**src/rtl/hdmi_pkg.sv**
```systemverilog
// Shared HDMI pixel-path types and constants.
package hdmi_pkg;

  localparam int unsigned H_ACTIVE_720P = 1280;
  localparam int unsigned V_ACTIVE_720P = 720;
  localparam int unsigned COMP_W        = 8;
  localparam int unsigned X_W           = 12;
  localparam int unsigned Y_W           = 11;
  localparam int unsigned CNT_W         = 16;

  typedef enum logic [1:0] {
    MODE_PASS = 2'd0,
    MODE_BARS = 2'd1,
    MODE_GRID = 2'd2,
    MODE_RAMP = 2'd3
  } mode_t;

  typedef struct packed {
    logic [COMP_W-1:0] r;
    logic [COMP_W-1:0] g;
    logic [COMP_W-1:0] b;
  } rgb_t;

  // Colour-bar lookup, left (0) to right (7).
  function automatic rgb_t bar_colour(input logic [2:0] idx);
    case (idx)
      3'd0:    return rgb_t'(24'hFFFFFF);
      3'd1:    return rgb_t'(24'hFFFF00);
      3'd2:    return rgb_t'(24'h00FFFF);
      3'd3:    return rgb_t'(24'h00FF00);
      3'd4:    return rgb_t'(24'hFF00FF);
      3'd5:    return rgb_t'(24'hFF0000);
      3'd6:    return rgb_t'(24'h0000FF);
      default: return rgb_t'(24'h000000);
    endcase
  endfunction

endpackage

```
**src/rtl/hdmi_pattern_overlay_if.sv**
```systemverilog
// Video in/out bundle between the timing stage, the overlay and the ADV7513 pins.
interface hdmi_pattern_overlay_if;
  import hdmi_pkg::*;

  logic              de_i;
  logic              hsync_i;
  logic              vsync_i;
  logic [COMP_W-1:0] r_i;
  logic [COMP_W-1:0] g_i;
  logic [COMP_W-1:0] b_i;
  logic [1:0]        mode_i;

  logic              de_o;
  logic              hsync_o;
  logic              vsync_o;
  logic [COMP_W-1:0] r_o;
  logic [COMP_W-1:0] g_o;
  logic [COMP_W-1:0] b_o;
  logic              line_err_o;
  logic              frame_err_o;
  logic [CNT_W-1:0]  err_cnt_o;

  modport master (
    output de_i, hsync_i, vsync_i, r_i, g_i, b_i, mode_i,
    input  de_o, hsync_o, vsync_o, r_o, g_o, b_o, line_err_o, frame_err_o, err_cnt_o
  );

  modport slave (
    input  de_i, hsync_i, vsync_i, r_i, g_i, b_i, mode_i,
    output de_o, hsync_o, vsync_o, r_o, g_o, b_o, line_err_o, frame_err_o, err_cnt_o
  );

endinterface

```
**src/rtl/hdmi_pattern_gen.sv**
```systemverilog
// Stage-2 pattern mux: picks live video or a generated test pattern per pixel.
module hdmi_pattern_gen
  import hdmi_pkg::*;
#(
  parameter int unsigned H_ACTIVE  = H_ACTIVE_720P,
  parameter int unsigned GRID_LOG2 = 6
) (
  input  logic                 pixel_clk,
  input  logic                 reset_n,
  input  logic                 de_i,
  input  logic [X_W-1:0]       x_i,
  input  logic [GRID_LOG2-1:0] y_i,
  input  mode_t                mode_i,
  input  rgb_t                 rgb_i,
  output rgb_t                 rgb_o
);

  localparam int unsigned BAR_W = H_ACTIVE / 8;

  logic [2:0] bar_idx_c;
  logic       grid_hit_c;
  rgb_t       rgb_d;
  rgb_t       rgb_q;

  // Bar index from x; positions past the last bar stay on the final (black) bar.
  always_comb begin
    bar_idx_c = 3'd0;
    for (int unsigned i = 1; i < 8; i++) begin
      if (32'(x_i) >= i * BAR_W) bar_idx_c = 3'(i);
    end
  end

  assign grid_hit_c = (x_i[GRID_LOG2-1:0] == '0) || (y_i == '0);

  // Pattern select; blanking always drives black.
  always_comb begin
    rgb_d = '0;
    if (de_i) begin
      case (mode_i)
        MODE_BARS: rgb_d = bar_colour(bar_idx_c);
        MODE_GRID: rgb_d = grid_hit_c ? rgb_t'(24'hFFFFFF) : rgb_i;
        MODE_RAMP: rgb_d = '{r: x_i[7:0], g: x_i[7:0], b: x_i[7:0]};
        default:   rgb_d = rgb_i;
      endcase
    end
  end

  // Output pixel register.
  always_ff @(posedge pixel_clk or negedge reset_n) begin
    if (!reset_n) rgb_q <= '0;
    else          rgb_q <= rgb_d;
  end

  assign rgb_o = rgb_q;

endmodule

```
**src/rtl/hdmi_pattern_overlay.sv**
```systemverilog
// Pixel-domain overlay: position tracking, test patterns and line/frame geometry checking.
module hdmi_pattern_overlay
  import hdmi_pkg::*;
#(
  parameter int unsigned H_ACTIVE  = H_ACTIVE_720P,
  parameter int unsigned V_ACTIVE  = V_ACTIVE_720P,
  parameter int unsigned GRID_LOG2 = 6
) (
  input  logic                   pixel_clk,
  input  logic                   reset_n,
  hdmi_pattern_overlay_if.slave  vid
);

  localparam int unsigned  SUM_W = CNT_W + 1;
  localparam logic [X_W-1:0] X_MAX = '1;
  localparam logic [Y_W-1:0] Y_MAX = '1;

  logic [1:0]           mode_meta_q, mode_sync_q;
  mode_t                mode_q;

  logic                 de_s1_q, hs_s1_q, vs_s1_q;
  rgb_t                 rgb_s1_q;
  rgb_t                 rgb_in_c;
  logic [X_W-1:0]       x_cnt_q, x_cnt_d, pix_x_q;
  logic [Y_W-1:0]       y_cnt_q, y_cnt_d;
  logic [GRID_LOG2-1:0] pix_y_q;
  logic                 armed_q, armed_d;
  logic                 line_err_s1_q, line_err_d;
  logic                 frame_err_s1_q, frame_err_d;

  logic                 de_s2_q, hs_s2_q, vs_s2_q;
  rgb_t                 rgb_s2;
  logic                 line_err_q, frame_err_q;
  logic [CNT_W-1:0]     err_cnt_q, err_cnt_d;
  logic [SUM_W-1:0]     err_sum_c;

  logic                 de_fall_c, vs_fall_c;

  assign rgb_in_c  = '{r: vid.r_i, g: vid.g_i, b: vid.b_i};
  // Stage-1 registers double as the previous-cycle samples for edge detection.
  assign de_fall_c = ~vid.de_i & de_s1_q;
  assign vs_fall_c = ~vid.vsync_i & vs_s1_q;

  // Mode synchroniser; the pattern only changes at a frame boundary.
  always_ff @(posedge pixel_clk or negedge reset_n) begin
    if (!reset_n) begin
      mode_meta_q <= '0;
      mode_sync_q <= '0;
      mode_q      <= MODE_PASS;
    end else begin
      mode_meta_q <= vid.mode_i;
      mode_sync_q <= mode_meta_q;
      if (vs_fall_c) mode_q <= mode_t'(mode_sync_q);
    end
  end

  // Position counters and geometry checks.
  always_comb begin
    x_cnt_d     = x_cnt_q;
    y_cnt_d     = y_cnt_q;
    armed_d     = armed_q;
    line_err_d  = 1'b0;
    frame_err_d = 1'b0;

    if (!vid.de_i)             x_cnt_d = '0;
    else if (x_cnt_q != X_MAX) x_cnt_d = x_cnt_q + X_W'(1);

    if (vs_fall_c)                           y_cnt_d = '0;
    else if (de_fall_c && (y_cnt_q != Y_MAX)) y_cnt_d = y_cnt_q + Y_W'(1);

    if (de_fall_c && (x_cnt_q != X_W'(H_ACTIVE))) line_err_d = 1'b1;

    if (vs_fall_c) begin
      armed_d = 1'b1;
      if (armed_q && (y_cnt_q != Y_W'(V_ACTIVE))) frame_err_d = 1'b1;
    end
  end

  // Saturating error counter fed by the stage-1 pulses so it moves with the output pulses.
  always_comb begin
    err_sum_c = {1'b0, err_cnt_q} + SUM_W'(line_err_s1_q) + SUM_W'(frame_err_s1_q);
    err_cnt_d = err_sum_c[CNT_W] ? '1 : err_sum_c[CNT_W-1:0];
  end

  // Stage 1: input capture, pixel position and checker state.
  always_ff @(posedge pixel_clk or negedge reset_n) begin
    if (!reset_n) begin
      de_s1_q        <= 1'b0;
      hs_s1_q        <= 1'b1;
      vs_s1_q        <= 1'b1;
      rgb_s1_q       <= '0;
      x_cnt_q        <= '0;
      y_cnt_q        <= '0;
      pix_x_q        <= '0;
      pix_y_q        <= '0;
      armed_q        <= 1'b0;
      line_err_s1_q  <= 1'b0;
      frame_err_s1_q <= 1'b0;
    end else begin
      de_s1_q        <= vid.de_i;
      hs_s1_q        <= vid.hsync_i;
      vs_s1_q        <= vid.vsync_i;
      rgb_s1_q       <= rgb_in_c;
      x_cnt_q        <= x_cnt_d;
      y_cnt_q        <= y_cnt_d;
      pix_x_q        <= x_cnt_q;
      pix_y_q        <= y_cnt_q[GRID_LOG2-1:0];
      armed_q        <= armed_d;
      line_err_s1_q  <= line_err_d;
      frame_err_s1_q <= frame_err_d;
    end
  end

  // Stage 2: sync/DE delay and error outputs, aligned with the pattern register.
  always_ff @(posedge pixel_clk or negedge reset_n) begin
    if (!reset_n) begin
      de_s2_q     <= 1'b0;
      hs_s2_q     <= 1'b1;
      vs_s2_q     <= 1'b1;
      line_err_q  <= 1'b0;
      frame_err_q <= 1'b0;
      err_cnt_q   <= '0;
    end else begin
      de_s2_q     <= de_s1_q;
      hs_s2_q     <= hs_s1_q;
      vs_s2_q     <= vs_s1_q;
      line_err_q  <= line_err_s1_q;
      frame_err_q <= frame_err_s1_q;
      err_cnt_q   <= err_cnt_d;
    end
  end

  hdmi_pattern_gen #(
    .H_ACTIVE  (H_ACTIVE),
    .GRID_LOG2 (GRID_LOG2)
  ) u_pattern_gen (
    .pixel_clk (pixel_clk),
    .reset_n   (reset_n),
    .de_i      (de_s1_q),
    .x_i       (pix_x_q),
    .y_i       (pix_y_q),
    .mode_i    (mode_q),
    .rgb_i     (rgb_s1_q),
    .rgb_o     (rgb_s2)
  );

  assign vid.de_o        = de_s2_q;
  assign vid.hsync_o     = hs_s2_q;
  assign vid.vsync_o     = vs_s2_q;
  assign vid.r_o         = rgb_s2.r;
  assign vid.g_o         = rgb_s2.g;
  assign vid.b_o         = rgb_s2.b;
  assign vid.line_err_o  = line_err_q;
  assign vid.frame_err_o = frame_err_q;
  assign vid.err_cnt_o   = err_cnt_q;

endmodule

```
**src/flat_wrapper.sv**
```systemverilog
// flat-port wrapper written by rule: the top's interface ports become plain ports
module hdmi_pattern_overlay_flat import hdmi_pkg::*;
#(
  parameter int unsigned H_ACTIVE  = H_ACTIVE_720P,
  parameter int unsigned V_ACTIVE  = V_ACTIVE_720P,
  parameter int unsigned GRID_LOG2 = 6
)
  (pixel_clk, reset_n, vid_de_i, vid_hsync_i, vid_vsync_i, vid_r_i, vid_g_i, vid_b_i, vid_mode_i, vid_de_o, vid_hsync_o, vid_vsync_o, vid_r_o, vid_g_o, vid_b_o, vid_line_err_o, vid_frame_err_o, vid_err_cnt_o);
  hdmi_pattern_overlay_if vid_i ();
  input  logic pixel_clk;
  input  logic reset_n;
  input wire logic [$bits(vid_i.de_i)-1:0] vid_de_i;
  input wire logic [$bits(vid_i.hsync_i)-1:0] vid_hsync_i;
  input wire logic [$bits(vid_i.vsync_i)-1:0] vid_vsync_i;
  input wire logic [$bits(vid_i.r_i)-1:0] vid_r_i;
  input wire logic [$bits(vid_i.g_i)-1:0] vid_g_i;
  input wire logic [$bits(vid_i.b_i)-1:0] vid_b_i;
  input wire logic [$bits(vid_i.mode_i)-1:0] vid_mode_i;
  output wire logic [$bits(vid_i.de_o)-1:0] vid_de_o;
  output wire logic [$bits(vid_i.hsync_o)-1:0] vid_hsync_o;
  output wire logic [$bits(vid_i.vsync_o)-1:0] vid_vsync_o;
  output wire logic [$bits(vid_i.r_o)-1:0] vid_r_o;
  output wire logic [$bits(vid_i.g_o)-1:0] vid_g_o;
  output wire logic [$bits(vid_i.b_o)-1:0] vid_b_o;
  output wire logic [$bits(vid_i.line_err_o)-1:0] vid_line_err_o;
  output wire logic [$bits(vid_i.frame_err_o)-1:0] vid_frame_err_o;
  output wire logic [$bits(vid_i.err_cnt_o)-1:0] vid_err_cnt_o;
  assign vid_i.de_i = vid_de_i;
  assign vid_i.hsync_i = vid_hsync_i;
  assign vid_i.vsync_i = vid_vsync_i;
  assign vid_i.r_i = vid_r_i;
  assign vid_i.g_i = vid_g_i;
  assign vid_i.b_i = vid_b_i;
  assign vid_i.mode_i = vid_mode_i;
  assign vid_de_o = vid_i.de_o;
  assign vid_hsync_o = vid_i.hsync_o;
  assign vid_vsync_o = vid_i.vsync_o;
  assign vid_r_o = vid_i.r_o;
  assign vid_g_o = vid_i.g_o;
  assign vid_b_o = vid_i.b_o;
  assign vid_line_err_o = vid_i.line_err_o;
  assign vid_frame_err_o = vid_i.frame_err_o;
  assign vid_err_cnt_o = vid_i.err_cnt_o;
  hdmi_pattern_overlay #(.H_ACTIVE(H_ACTIVE), .V_ACTIVE(V_ACTIVE), .GRID_LOG2(GRID_LOG2)) u_core (.pixel_clk(pixel_clk), .reset_n(reset_n), .vid(vid_i));
endmodule
```
**config.mk**
```make
export PLATFORM = sky130hd
export DESIGN_NAME = hdmi_pattern_overlay_flat
export DESIGN_NICKNAME = d
export VERILOG_FILES = /design/src/rtl/hdmi_pkg.sv /design/src/rtl/hdmi_pattern_overlay_if.sv /design/src/rtl/hdmi_pattern_gen.sv /design/src/rtl/hdmi_pattern_overlay.sv /design/src/flat_wrapper.sv
export SDC_FILE = /design/constraint.sdc
export NUM_CORES = 1
export LEC_CHECK = 0
export CAP_MARGIN = 25
export CORE_ASPECT_RATIO = 0.7
export CORE_MARGIN = 2
export CORE_UTILIZATION = 60
export CTS_BUF_LIST = sky130_fd_sc_hd__clkbuf_8
export DETAILED_ROUTE_END_ITERATION = 8
export PLACE_DENSITY = 0.95
export SLEW_MARGIN = 25
export SYNTH_ARGS = -nofsm -noshare
export SYNTH_HDL_FRONTEND = slang
export SYNTH_HIERARCHICAL = 1
export SYNTH_SLANG_ARGS = --single-unit
export TNS_END_PERCENT = 50
```
**constraint.sdc**
```tcl
create_clock -name pixel_clk -period 4.2 [get_ports pixel_clk]
set_clock_uncertainty 0.2 [all_clocks]
set_input_delay 0.84 -clock pixel_clk [delete_from_list [all_inputs] [get_ports pixel_clk]]
set_output_delay 0.84 -clock pixel_clk [all_outputs]
set_load 0.05 [all_outputs]
```
==> summary.txt, run 1 <==
Status
  – Outcome: finished clean

STA
  – Crit share post-route: 67.4%
  – RSZ-0062 raised after global routing: no
  – Setup violators final: 0
  – Post-route setup TNS: 0 ps
  – Slew headroom: between 30% and 40%
  – F_max: about 0.35 GHz
  – Actual slew at the worst max-slew pin: about 940 ps
  – Hold_ws: 155 ps
  – Hold Vio Cnt, Final: 0
  – Min cycle time layout: ~2800 ps
  – Slew Limit Fails: 0

Pwr
  – Internal Power: just over 2000 µW
  – Clk pwr share: between 30% and 40%
  – LEAKAGE: roughly 0.0026 µW
  – Peak supply drop: roughly 380 µV
  – Sw Share: around 33%
  – Combinational fraction of design power: 23.0%
  – PD cells: ~500 mW/mm²
  – Power, Total: about 3000 µW
  – Sequential Power Share: 45.1%
  – Net Sw Power: approximately 1000 µW

Critical path
  – FF-to-FF setup slack: about 1600 ps
  – Reg2Reg Capture Point: u_core/vid.err_cnt_o[1]$_DFF_PN0_
  – Worst reg2reg path depth: 8
  – Crit path buf inv count: 1
  – Crit. Startpoint: u_core/vid.err_cnt_o[6]$_DFF_PN0_
  – Worst stage delay on the critical path: about 860 ps
  – Worst Setup Path Type: reg -> out
  – Worst path cell trace: clkdlybuf4s50_1
  – CP top delay family: buffers and inverters
  – Worst Path Arrival: roughly 1800 ps
  – CP Capture Point: vid_err_cnt_o[6]
  – Critical path depth in cells: 1
  – Startpoint types: flop
  – Max FO, Critical Path: 7
  – Worst EP required: between 3000 and 4000 ps
  – CP endpoint kind: output port
  – CP max stage cell: clkdlybuf4s50_1
  – Reg-to-Reg Start: u_core/vid.err_cnt_o[0]$_DFF_PN0_

Final layout
  – Storage element area: ~0.0031 mm²
  – Multi-input gate area in the final layout: about 0.0017 mm²
  – Final Util: between 70 and 80%
  – Fillers: approximately 440
  – Share of layout cells above drive strength 1: between 10% and 20%
  – N_diodes: 0
  – Most common cell after layout, fill and taps aside: dfrtp_1
  – Design Area, Final: slightly above 0.006 mm²
  – Nets: ~560
  – Commonest cells after routing, fill and taps aside: 118 x dfrtp_1, 74 x clkdlybuf4s50_1, 48 x o21ai_0, 39 x nand2_1, 27 x nor2_1
  – Area delta synth->final: 24.3%

Clock network
  – Worst skew pair latency: 430 ps
  – Post CTS Setup Buffer Count: 0
  – Cts repair resizes: 0
  – H-tree levels: 4
  – Hold_buf cts: 0
  – CTS tree: built
  – CTS buffer count: 17
  – Clk pin slew, worst setup/hold paths: 70 ps
  – Max Root-Sink Buffers: 2
  – Clk sinks: approximately 120
  – Root buf cell: clkbuf_8

Routing
  – Pre-antenna DRT Iters: 6
  – Final WL: about 12 mm
  – DRT iter0 DRCs: approximately 470
  – Avg Vias per Cell: between 6 and 7
  – Vias: around 4100
  – Post-route ant nets: 0
  – Average wire per standard cell: 19.5 µm
  – Residual DRC: 0

Synth
  – Post-Syn Nets: 477
  – Synthesis-stage register bit count: around 120
  – Cells after Synth: 440
  – Distinct cells, synth: 53
  – Synthesized area per cell: 11.2 µm²
  – Warnings, synthesis: 6
  – EDFF count, synth: 0
  – Post-Syn Area: about 0.0049 mm²
  – Post-synth top flop: dfrtp_1
  – Post-synthesis async set-or-reset flop share: 100%
  – Sequential area share after synthesis: approximately 62%

Die
  – DIE AREA: between 0.008 and 0.009 mm²
  – Effective utilization at floorplan: 62.4%
  – Die extent in x: approximately 110 µm
  – Core area: roughly 0.008 mm²
  – Chip Height: 79.9 µm
  – I/O Pins: 76
  – Row count: 27

Global routing
  – First-pass GRT wire length: 20.4 mm
  – Largest net degree at the start of global routing: 68
  – Total grt overflow: 0
  – Vias in the first global route: a little over 4000
  – Initial antenna violation count: 0
  – GRT Overall Usage: around 30%

Place
  – Number of port buffers: 75
  – Placed Area: between 0.005 and 0.006 mm²
  – DP HPWL: about 7.7 mm
  – GP Congestion: just under 0.9

Flow run
  – Max Cap Viol: 0

Hold path
  – Worst min path class: reg -> reg
## synthesized netlist by cell type (4+ instances only)
cell      count  share of area [%]
a21oi_1      18                1.8
a31oi_1      21                2.7
clkbuf_1     12               0.91
dfrtp_1     118                 60
dfstp_2       4                2.1
ha_1          5                1.3
inv_1        15                1.1
nand2_1      39                3.0
nand2b_1      6               0.76
nand3_1      18                1.8
nand4_1       9                1.1
nor2_1       27                2.1
nor3_1       15                1.5
nor4_1        8                1.0
o21a_1        7                1.1
o21ai_0      48                4.9
o221a_2       8                1.8
o31ai_1       5               0.76
or4_1         4               0.61
xnor2_1      12                2.1
## registers in the layout (all words and copies together), names as in the netlist
signal,flops
u_core/vid.err_cnt_o,16
u_core/pix_y_q,6
u_core/armed_q,1
u_core/x_cnt_q,12
u_core/vid.frame_err_o,1
u_core/rgb_s1_q,24
u_core/vid.line_err_o,1
u_core/de_s1_q,1
u_core/vid.de_o,1
u_core/vs_s1_q,1
u_core/mode_sync_q,2
u_core/line_err_s1_q,1
u_core/u_pattern_gen/rgb_o,24
u_core/pix_x_q,12
u_core/mode_q,2
u_core/vid.vsync_o,1
u_core/y_cnt_q,11
u_core/mode_meta_q,2
u_core/frame_err_s1_q,1
u_core/vid.hsync_o,1
u_core/hs_s1_q,1
## through the flow
stage	cells	setup slack [ps]
after global placement	601	1290
final	632	1370
after floorplan	440	1770
after global routing	632	1330
after CTS	632	1360
after detailed placement	601	1210
## metal layers
metal / track usage [%] / vias to the layer above / wire length (µm) / part of all wire, %
li1: - / 1741 / - / -
met1: 39.8 / 1960 / 4730 / 38
met2: 47.8 / 325 / 5830 / 47
met3: 8.96 / 55 / 1460 / 12
met4: 9.39 / 0 / 314 / 2.5
met5: 0 / - / 0 / 0
## power groups by stage
stage                     logic, µW  registers [µW]  clock network, µW
after CTS                       687            1360                983
final                           697            1370                967
after global routing            734            1380               1040
after detailed placement        676            1380                  0
after floorplan                 199            1590                  0
after global placement          650            1370                  0
## logic make-up (layout without fill, tap and decap cells)
group / after synthesis / after routing / synth area share, %
adders and majority gates: 8 / 8 / 2.11
DFF: 122 / 122 / 62.0
xor gates and xnor gates: 15 / 15 / 2.66
muxes: 4 / 4 / 0.837
and+or+nand+nor: 143 / 143 / 14.8
buffers and inverters: 32 / 123 / 2.76
AOI/OAI and AO/OA: 116 / 116 / 14.9
## layout make-up
| type | count | area share [%] |
|---|---|---|
| clock buffer | 22 | 4.94 |
| sequential | 122 | 49.9 |
| timing repair buffer | 76 | 12.5 |
| tap | 101 | 2.06 |
| clock inverter | 9 | 1.16 |
| inverter | 16 | 0.979 |
| multi-input combinational | 286 | 28.5 |
## how the worst min path moves through the flow
stage                                         start                         endpoint  depth (start not counted)
floorplan           u_core/mode_meta_q[0]$_DFF_PN0_  u_core/mode_sync_q[0]$_DFF_PN0_                          0
global placement    u_core/mode_meta_q[0]$_DFF_PN0_  u_core/mode_sync_q[0]$_DFF_PN0_                          0
detailed placement  u_core/mode_meta_q[0]$_DFF_PN0_  u_core/mode_sync_q[0]$_DFF_PN0_                          0
CTS                        u_core/hs_s1_q$_DFF_PN1_     u_core/vid.hsync_o$_DFF_PN1_                          0
global route               u_core/hs_s1_q$_DFF_PN1_     u_core/vid.hsync_o$_DFF_PN1_                          0
finish              u_core/mode_meta_q[0]$_DFF_PN0_  u_core/mode_sync_q[0]$_DFF_PN0_                          0
(Power assumes the default switching activity.)
==> inputs of run 2 (changes only) <==
CORE_UTILIZATION = 50   (was 60)
PLACE_DENSITY = 0.85   (was 0.95)
clock period = 2.5 ns   (was 4.2 ns; I/O delays follow)
==> run 2 against run 1 <==
Net effect:
- hold slack improved by 7.2 ps
- final cell count increased by 5.7%
- count of clock-buffer cells in the layout decreased by 4
- non-clock buffer count increased by 8
- largest power group unchanged
==> summary.txt, run 2 (synthesized netlist as in run 1, its figures left out) <==
Status
  – Outcome: finished clean

Global routing
  – Initial antenna violation count: 0
  – Largest net degree at the start of global routing: ~120
  – Total grt overflow: 0
  – GRT Overall Usage: a little under a quarter
  – Vias in the first global route: 3631
  – First-pass GRT wire length: 18.3 mm

Place
  – DP HPWL: ~7.5 mm
  – Number of port buffers: 75
  – GP Congestion: around 0.9

Die
  – I/O Pins: between 70 and 80
  – DIE AREA: 0.0107 mm²
  – Effective utilization at floorplan: 51.1%
  – Die extent in x: 123 µm
  – Chip Height: 87.1 µm
  – Core area: between 0.009 and 0.01 mm²
  – Row count: 30

Routing
  – Residual DRC: 0
  – Post-route ant nets: 0
  – Vias: approximately 4000
  – DRT iter0 DRCs: ~640
  – Avg Vias per Cell: slightly below 6
  – Final WL: around 12 mm
  – Average wire per standard cell: 17.3 µm
  – Pre-antenna DRT Iters: 6

Final layout
  – Multi-input gate area in the final layout: 0.00174 mm²
  – Area delta synth->final: 28.8%
  – Nets: 564
  – Storage element area: roughly 0.003 mm²
  – Share of layout cells above drive strength 1: between 10% and 20%
  – N_diodes: 0
  – Commonest cells after routing, fill and taps aside: 118 x dfrtp_1, 71 x clkdlybuf4s50_1, 48 x o21ai_0, 39 x nand2_1, 27 x nor2_1
  – Most common cell after layout, fill and taps aside: dfrtp_1
  – Final Util: between 60% and 70%
  – Fillers: about 660

Pwr
  – PD cells: approximately 880 mW/mm²
  – Peak supply drop: approximately 430 µV
  – LEAKAGE: 0.00276 µW

Clock network
  – H-tree levels: 4
  – CTS buffer count: 17
  – Post CTS Setup Buffer Count: 0
  – Worst skew pair latency: 430 ps
  – Clk sinks: between 100 and 150
  – Clk pin slew, worst setup/hold paths: roughly 70 ps
  – Root buf cell: clkbuf_8
  – Max Root-Sink Buffers: 2
  – CTS tree: built

STA
  – Hold Vio Cnt, Final: 0
  – F_max: between 0.4 and 0.5 GHz
  – Slew Limit Fails: 0
  – RSZ-0062 raised after global routing: no
  – Post-route setup TNS: 0 ps
  – Slew headroom: a little under three fifths
  – Min cycle time layout: about 2400 ps
  – Setup violators final: 0
  – Crit share post-route: roughly 97%
  – Actual slew at the worst max-slew pin: between 600 and 700 ps

Critical path
  – CP max stage cell: clkdlybuf4s50_1
  – Worst stage delay on the critical path: slightly below 800 ps
  – CP top delay family: buffers and inverters
  – Worst EP required: around 1800 ps
  – Reg-to-Reg Start: u_core/vid.err_cnt_o[0]$_DFF_PN0_
  – Max FO, Critical Path: 1
  – Worst Path Arrival: approximately 1700 ps
  – Startpoint types: flop
  – Crit path buf inv count: 1
  – Worst reg2reg path depth: 8
  – Worst Setup Path Type: reg -> out
  – CP endpoint kind: output port
  – Reg2Reg Capture Point: u_core/vid.err_cnt_o[10]$_DFF_PN0_
  – Worst path cell trace: clkdlybuf4s50_1
  – FF-to-FF setup slack: 200 ps

Hold path
  – Worst min path class: reg -> reg
  – Hold path startpoint: u_core/mode_meta_q[0]$_DFF_PN0_
  – Hold depth: 0
  – Hold endpoint: u_core/mode_sync_q[0]$_DFF_PN0_

Flow run
  – Max Cap Viol: 0
run 2: worst max-delay path by stage:
| stage | startpoint | end | slack [ps] | cells after the start |
|---|---|---|---|---|
| 2_1_floorplan | u_core/vid.err_cnt_o[0]$_DFF_PN0_ | u_core/vid.err_cnt_o[10]$_DFF_PN0_ | 70 | 9 |
| 3_5_place_dp | vid_de_i | u_core/y_cnt_q[9]$_DFFE_PN0P_ | 140 | 5 |
| 6_report | u_core/vid.hsync_o$_DFF_PN1_ | vid_hsync_o | 70 | 1 |
| 4_1_cts | u_core/vid.err_cnt_o[2]$_DFF_PN0_ | vid_err_cnt_o[2] | 20 | 1 |
| 5_1_grt | u_core/vid.vsync_o$_DFF_PN1_ | vid_vsync_o | 20 | 1 |
| 3_3_place_gp | vid_de_i | u_core/y_cnt_q[9]$_DFFE_PN0P_ | 160 | 5 |
run 2: timing repair:
| item | CTS | global route |
|---|---|---|
| hold endpoints to repair | 107 | 0 |
| resized for setup | 0 | 3 |
| hold buffers | 1 | 0 |
| endpoints found under the setup margin | 0 | 3 |
run 2: power breakdown:
group | leakage (µW) | switching, µW | internal (µW)
sequential | 0.00156 | 147 | 2140
clock | 0.000259 | 762 | 1410
combinational | 0.000941 | 769 | 387
total | 0.00276 | 1680 | 3940
run 2: per-layer routing:
layer  up-vias  global-route usage [%]  wire, µm
met5         -                       0         0
met4         0                    8.57       290
met3        38                    6.81      1060
met2       253                    33.2      5270
met1      1878                    32.4      4970
li1       1762                       -         -
run 2: cell type report:
class                           count  area share (%)
Sequential cell                   122            48.1
Multi-Input combinational cell    286            27.4
Timing Repair Buffer               84            13.2
Clock inverter                     14            3.94
Clock buffer                       18            3.90
Tap cell                          128            2.52
Inverter                           16           0.945
run 2: worst register-to-register path, stage by stage, from the launching register on:
cell and delay (ps):
dfrtp_1 340, inv_1 60, fa_1 430, inv_1 90
ha_1 230, nand4_1 240, nor3_1 340, xnor2_1 180
nand2_1 70
run 2: through the flow:
step / setup slack, ps / std cells / cell area (µm²) / power, µW / hold WS [ps]
floorplan: 65.1 / 440 / 4930 / 3010 / 4.41
global placement: 161 / 635 / 5840 / 3420 / 138
detailed placement: 137 / 635 / 5840 / 3460 / 139
CTS: 20.3 / 668 / 6350 / 5640 / 164
global route: 16.1 / 668 / 6350 / 5840 / 165
finish: 68.4 / 668 / 6350 / 5620 / 162
==> inputs of run 3 (changes only) <==
CTS_CLUSTER_DIAMETER = 40   (was not set)
==> results of run 3 <==
Final layout, timing and power as in run 2 (identical DEF).
